### src/rtl/seg16_pkg.sv
// seg16_pkg: shared types and constants for the 16-segment scan controller
package seg16_pkg;
    typedef enum logic [2:0] {
        ST_IDLE,
        ST_FETCH,
        ST_DECODE,
        ST_DRIVE,
        ST_GHOST
    } state_e;

    localparam logic [15:0] SEG_BLANK  = 16'h0000;
    localparam logic [7:0]  CHAR_SPACE = 8'h20;

    function automatic int idx_width(input int n);
        return (n <= 2) ? 1 : $clog2(n);
    endfunction

    localparam int DEF_NUM_DIGITS = 6;
    localparam int DEF_IDX_W      = idx_width(DEF_NUM_DIGITS);
endpackage

### src/rtl/seg16_frame_buffer.sv
// seg16_frame_buffer: per-digit character store with host write port and read-before-write read port
module seg16_frame_buffer
    import seg16_pkg::*;
#(
    parameter int NUM_DIGITS = DEF_NUM_DIGITS,
    parameter int IDX_W      = DEF_IDX_W
) (
    input  logic             clk,
    input  logic             rst_n,
    input  logic             wr_valid,
    input  logic [IDX_W-1:0] wr_addr,
    input  logic [7:0]       wr_char,
    output logic             wr_err,
    input  logic [IDX_W-1:0] rd_addr,
    output logic [7:0]       rd_char
);
    logic [7:0] mem_q [NUM_DIGITS];
    logic [7:0] mem_d [NUM_DIGITS];
    logic       wr_err_q, wr_err_d;
    logic       wr_bad;

    always_comb begin
        wr_bad   = 32'(wr_addr) >= 32'(NUM_DIGITS);
        wr_err_d = wr_valid && wr_bad;
        mem_d    = mem_q;
        if (wr_valid && !wr_bad) mem_d[wr_addr] = wr_char;
    end

    always_ff @(posedge clk) begin
        if (!rst_n) begin
            for (int i = 0; i < NUM_DIGITS; i++) mem_q[i] <= CHAR_SPACE;
            wr_err_q <= 1'b0;
        end else begin
            mem_q    <= mem_d;
            wr_err_q <= wr_err_d;
        end
    end

    // Reads the registered array, so a same-edge write is seen only afterwards
    assign rd_char = mem_q[rd_addr];
    assign wr_err  = wr_err_q;
endmodule

### src/rtl/seg16_scan_controller.sv
// seg16_scan_controller: time-multiplexed scan of an N-digit 16-segment display through one shared decoder
module seg16_scan_controller
    import seg16_pkg::*;
#(
    parameter int NUM_DIGITS   = 6,
    parameter int CLK_DIV      = 1000,
    parameter int BLANK_CYCLES = 2,
    parameter int IDX_W        = 3
) (
    input  logic                  clk,
    input  logic                  rst_n,
    input  logic                  enable,
    input  logic                  wr_valid,
    output logic                  wr_ready,
    input  logic [IDX_W-1:0]      wr_addr,
    input  logic [7:0]            wr_char,
    output logic                  wr_err,
    output logic [7:0]            dec_char,
    input  logic [15:0]           dec_segment,
    input  logic                  dec_found,
    output logic [15:0]           seg_out,
    output logic [NUM_DIGITS-1:0] digit_en,
    output logic [NUM_DIGITS-1:0] miss_mask,
    output logic                  frame_done
);
    localparam int CNT_MAX = (CLK_DIV > BLANK_CYCLES) ? CLK_DIV : BLANK_CYCLES;
    localparam int CNT_W   = (CNT_MAX < 2) ? 1 : $clog2(CNT_MAX);
    localparam logic [CNT_W-1:0] DRIVE_LAST = CNT_W'(CLK_DIV - 1);
    localparam logic [CNT_W-1:0] GHOST_LAST = CNT_W'((BLANK_CYCLES > 0) ? BLANK_CYCLES - 1 : 0);
    localparam logic [IDX_W-1:0] IDX_LAST   = IDX_W'(NUM_DIGITS - 1);

    state_e                state_q, state_d;
    logic [IDX_W-1:0]      idx_q, idx_d;
    logic [CNT_W-1:0]      cnt_q, cnt_d;
    logic [7:0]            dec_char_q, dec_char_d;
    logic [15:0]           seg_q, seg_d;
    logic [NUM_DIGITS-1:0] digit_en_q, digit_en_d;
    logic [NUM_DIGITS-1:0] miss_q, miss_d;
    logic                  frame_done_q, frame_done_d;
    logic                  adv;
    logic [7:0]            rd_char;

    seg16_frame_buffer #(
        .NUM_DIGITS(NUM_DIGITS),
        .IDX_W     (IDX_W)
    ) u_buf (
        .clk     (clk),
        .rst_n   (rst_n),
        .wr_valid(wr_valid),
        .wr_addr (wr_addr),
        .wr_char (wr_char),
        .wr_err  (wr_err),
        .rd_addr (idx_q),
        .rd_char (rd_char)
    );

    always_comb begin
        state_d      = state_q;
        idx_d        = idx_q;
        cnt_d        = cnt_q;
        dec_char_d   = dec_char_q;
        seg_d        = seg_q;
        digit_en_d   = digit_en_q;
        miss_d       = miss_q;
        frame_done_d = 1'b0;
        adv          = 1'b0;
        if (state_q != ST_IDLE && !enable) begin
            state_d    = ST_IDLE;
            idx_d      = '0;
            cnt_d      = '0;
            seg_d      = SEG_BLANK;
            digit_en_d = '0;
        end else begin
            case (state_q)
                ST_IDLE: begin
                    state_d = enable ? ST_FETCH : ST_IDLE;
                    idx_d   = '0;
                end
                ST_FETCH: begin
                    dec_char_d = rd_char;
                    state_d    = ST_DECODE;
                end
                ST_DECODE: begin
                    seg_d         = dec_found ? dec_segment : SEG_BLANK;
                    miss_d[idx_q] = ~dec_found;
                    digit_en_d    = NUM_DIGITS'(1) << idx_q;
                    cnt_d         = '0;
                    state_d       = ST_DRIVE;
                end
                ST_DRIVE: begin
                    cnt_d = (cnt_q == DRIVE_LAST) ? '0 : cnt_q + 1'b1;
                    if (cnt_q == DRIVE_LAST) begin
                        // Blank on the way out so the next digit never sees this pattern
                        seg_d      = SEG_BLANK;
                        digit_en_d = '0;
                        state_d    = ST_GHOST;
                        adv        = (BLANK_CYCLES == 0);
                    end
                end
                ST_GHOST: begin
                    cnt_d = (cnt_q == GHOST_LAST) ? '0 : cnt_q + 1'b1;
                    adv   = (cnt_q == GHOST_LAST);
                end
                default: state_d = ST_IDLE;
            endcase
            if (adv) begin
                state_d      = ST_FETCH;
                idx_d        = (idx_q == IDX_LAST) ? '0 : idx_q + 1'b1;
                frame_done_d = (idx_q == IDX_LAST);
            end
        end
    end

    always_ff @(posedge clk) begin
        if (!rst_n) begin
            state_q      <= ST_IDLE;
            idx_q        <= '0;
            cnt_q        <= '0;
            dec_char_q   <= CHAR_SPACE;
            seg_q        <= SEG_BLANK;
            digit_en_q   <= '0;
            miss_q       <= '0;
            frame_done_q <= 1'b0;
        end else begin
            state_q      <= state_d;
            idx_q        <= idx_d;
            cnt_q        <= cnt_d;
            dec_char_q   <= dec_char_d;
            seg_q        <= seg_d;
            digit_en_q   <= digit_en_d;
            miss_q       <= miss_d;
            frame_done_q <= frame_done_d;
        end
    end

    assign wr_ready   = 1'b1;
    assign dec_char   = dec_char_q;
    assign seg_out    = seg_q;
    assign digit_en   = digit_en_q;
    assign miss_mask  = miss_q;
    assign frame_done = frame_done_q;
endmodule

### config.mk
export PLATFORM = sky130hd
export DESIGN_NAME = seg16_scan_controller
export DESIGN_NICKNAME = d
export VERILOG_FILES = /design/src/rtl/seg16_pkg.sv /design/src/rtl/seg16_frame_buffer.sv /design/src/rtl/seg16_scan_controller.sv
export SDC_FILE = /design/constraint.sdc
export NUM_CORES = 1
export LEC_CHECK = 0
export CAP_MARGIN = 30
export CORE_MARGIN = 3
export CORE_UTILIZATION = 30
export DETAILED_ROUTE_END_ITERATION = 16
export SLEW_MARGIN = 20
export SYNTH_ARGS = -nofsm -noshare
export SYNTH_HDL_FRONTEND = slang
export SYNTH_SLANG_ARGS = --single-unit
### constraint.sdc
create_clock -name clk -period 2.1 [get_ports clk]
set_clock_uncertainty 0.1 [all_clocks]
set_input_delay 0.42 -clock clk [delete_from_list [all_inputs] [get_ports clk]]
set_output_delay 0.42 -clock clk [all_outputs]
set_load 0.02 [all_outputs]
==> flow_summary.yaml <==
synthesis:
  synth-seq-cells: 102
  netlist_instances: 556
  syn-cell-area_um2: 4750
  async_reset_ff_share_pct: 0
  syn_nets: 591
  synth_warnings: 0
  ys.flop_type: "dfxtp_1"
  synth_edf_count: 0
  syn-mean-instance-area_um2: 8.55
  synth_seq_area_share_pct: 43.0
  netlist-cell-type-count: 61
sta:
  hold_viol: 0
  max_freq_mhz: 506
  tns_ns: 0
  setup_viol: 0
  rsz0062_at_grt: "false"
  period_minus_slack_ns: 1.98
  holdWs_ns: 0.332
  finalMaxSlewViolations: 0
  period_share_pct: 94.1
pwr:
  ir_drop_mv: 0.405
  leakage_uw: 0.00221
  p_total_uw: 4170
  p_per_area_nw_per_um2: 684
global_routing:
  grtUsageTotal_pct: 14.3
  grt_max_degree: 59
  grt_overflow: 0
  grt_pass1_wl_um: 20900
  grt_pass1_vias: 4083
  antenna_found_initial: 0
worst_setup_path:
  crit_end: "cnt_q[5]$_SDFFE_PP0P_"
  worst-path-max-fanout: 8
  startpoint: "state_q[1]$_SDFFE_PP0P_"
  end_kind: "flip-flop"
  cp-start-kind: "flip-flop"
  required_ns: 2.24
  r2r_slack_ns: 0.12
  path_class: "reg2reg"
  cp.arrival_ns: 2.11
  r2r-start: "state_q[1]$_SDFFE_PP0P_"
  rr_endpoint: "cnt_q[5]$_SDFFE_PP0P_"
  reg2regPathDepth: 4
cells_and_area:
  antennaDiodeCount: 0
  drive_above_1_share_pct: 11.4
  area_growth_pct: 28.2
  nets: 661
  final_core_util_pct: 39.6
clock_tree:
  cts_hold_buf: 0
  cts-root-buf: "clkbuf_16"
  clock_sinks: 102
  cts_buffer_depth: 2
  clk_pin_slew_worst_paths_ns: 0.07
  cts-resized-gates: 0
  htreeDepth: 3
  clk_latency_ns: 0.34
  cts_tree: "yes"
  cts_buffers: 9
  post_cts_buffers: 0
drt:
  drtAntennaViolNets: 0
  drc: 0
  post_drt_wl_per_cell_um: 15.1
  num_vias: 4352
  routed_wirelength_um: 12700
  viasPerCell: 5.17
  first_pass_iters: 4
  drt_iter0_drc: 303
die:
  chipWidth_um: 132
  fp.dieArea_um2: 17400
  initial_core_util_pct: 30.9
  pin_count: 71
  rows: 45
  die_y_um: 132
  core-area_um2: 15400
place:
  place.gp.congestion: 0.816
  hpwlAfterDp_um: 9060
  port-buffer-count: 69
job:
  drv_cap: 0
run_status:
  status: "complete, no violations"
hold_path:
  hold_class: "in2reg"
cell usage in the layout, fill, tap and decap left out, drive strengths merged, types with 10 or more instances in the layout:
cell type,count
a21boi,42
a21oi,34
a22oi,13
buf,28
clkbuf,11
clkdlybuf4s50,68
dfxtp,102
mux2,15
nand2,125
nand3,37
nand4,21
nor2,16
nor2b,10
o211a,12
cell families (layout without fill, tap and decap cells):
group	after synthesis	count (layout)	synth area share, %
compound gates	141	141	21.4
fa+ha+maj	3	3	0.790
buf+inv	43	118	4.11
flops	102	102	43.0
mux	17	17	3.98
other cells	1	1	0.0789
simple gates	249	249	26.7
power by group:
group / total (uW) / internal (uW) / switching [uW]
clock network: 1800 / 1080 / 724
registers: 2000 / 1970 / 27.9
logic: 362 / 167 / 195
final cells by class:
type | count | area (um^2)
fill | 1535 | 9280
multi-input combinational | 411 | 2530
sequential | 102 | 2040
timing repair buffer | 96 | 913
tap | 211 | 264
clock buffer | 11 | 243
clock inverter | 5 | 82.6
inverter | 6 | 22.5
through the flow:
stage	worst slack, ns	cells	instance area, um^2
global placement	0.0868	826	5770
floorplan	0.204	556	4750
finish	0.123	842	6090
global route	0.0325	842	6090
CTS	0.149	842	6090
detailed placement	0.0213	826	5770
worst min path at each step:
stage                              endpoint  slack (ns)                    startpoint  cells after the start
3_5_place_dp   u_buf.mem_q[16]$_SDFFE_PN0P_        0.34  u_buf.mem_q[16]$_SDFFE_PN0P_                      2
4_1_cts           miss_mask[1]$_SDFFE_PN0P_        0.32                         rst_n                      2
6_report          miss_mask[5]$_SDFFE_PN0P_        0.33                         rst_n                      2
2_1_floorplan  u_buf.mem_q[14]$_SDFFE_PN0P_        0.33  u_buf.mem_q[14]$_SDFFE_PN0P_                      2
5_1_grt           miss_mask[5]$_SDFFE_PN0P_        0.33                         rst_n                      2
3_3_place_gp   u_buf.mem_q[27]$_SDFFE_PN0P_        0.34  u_buf.mem_q[27]$_SDFFE_PN0P_                      2
state kept, by name, indices dropped and copies added, names as in the netlist:
register,flops
miss_mask,6
digit_en,6
frame_done,1
state_q,3
u_buf.wr_err,1
cnt_q,10
idx_q,3
u_buf.mem_q,48
dec_char,8
seg_out,16
worst max-delay path: stages, from the launching register on:
cell and delay [ns]:
dfxtp_1 0.42, or3b_1 0.47, a31oi_2 0.40, o21ai_1 0.15, a221oi_1 0.34
cell usage after synthesis, drive strengths merged, types with 6 or more instances:
master  number  share of area, %
nand2      125               9.9
dfxtp      102                43
a21boi      42               6.6
nand3       37               3.9
a21oi       34               3.7
nand4       21               3.1
clkbuf      19               1.5
buf         18               2.1
nor2        16               1.3
mux2        15               3.6
a22oi       13               2.1
o211a       12               2.5
nor2b       10               1.3
o221ai       7               1.3
o22ai        7              0.92
a31oi        6               1.1
and3         6              0.79
inv          6              0.47
metal layers:
layer | vias to the layer above | GRT usage (%) | wire length (um)
li1 | 2139 | - | -
met1 | 2083 | 18.6 | 5850
met2 | 116 | 24.4 | 6160
met3 | 14 | 2.98 | 534
met4 | 0 | 3.15 | 143
met5 | - | 0 | 0
Power figures use the tool's default switching activity.
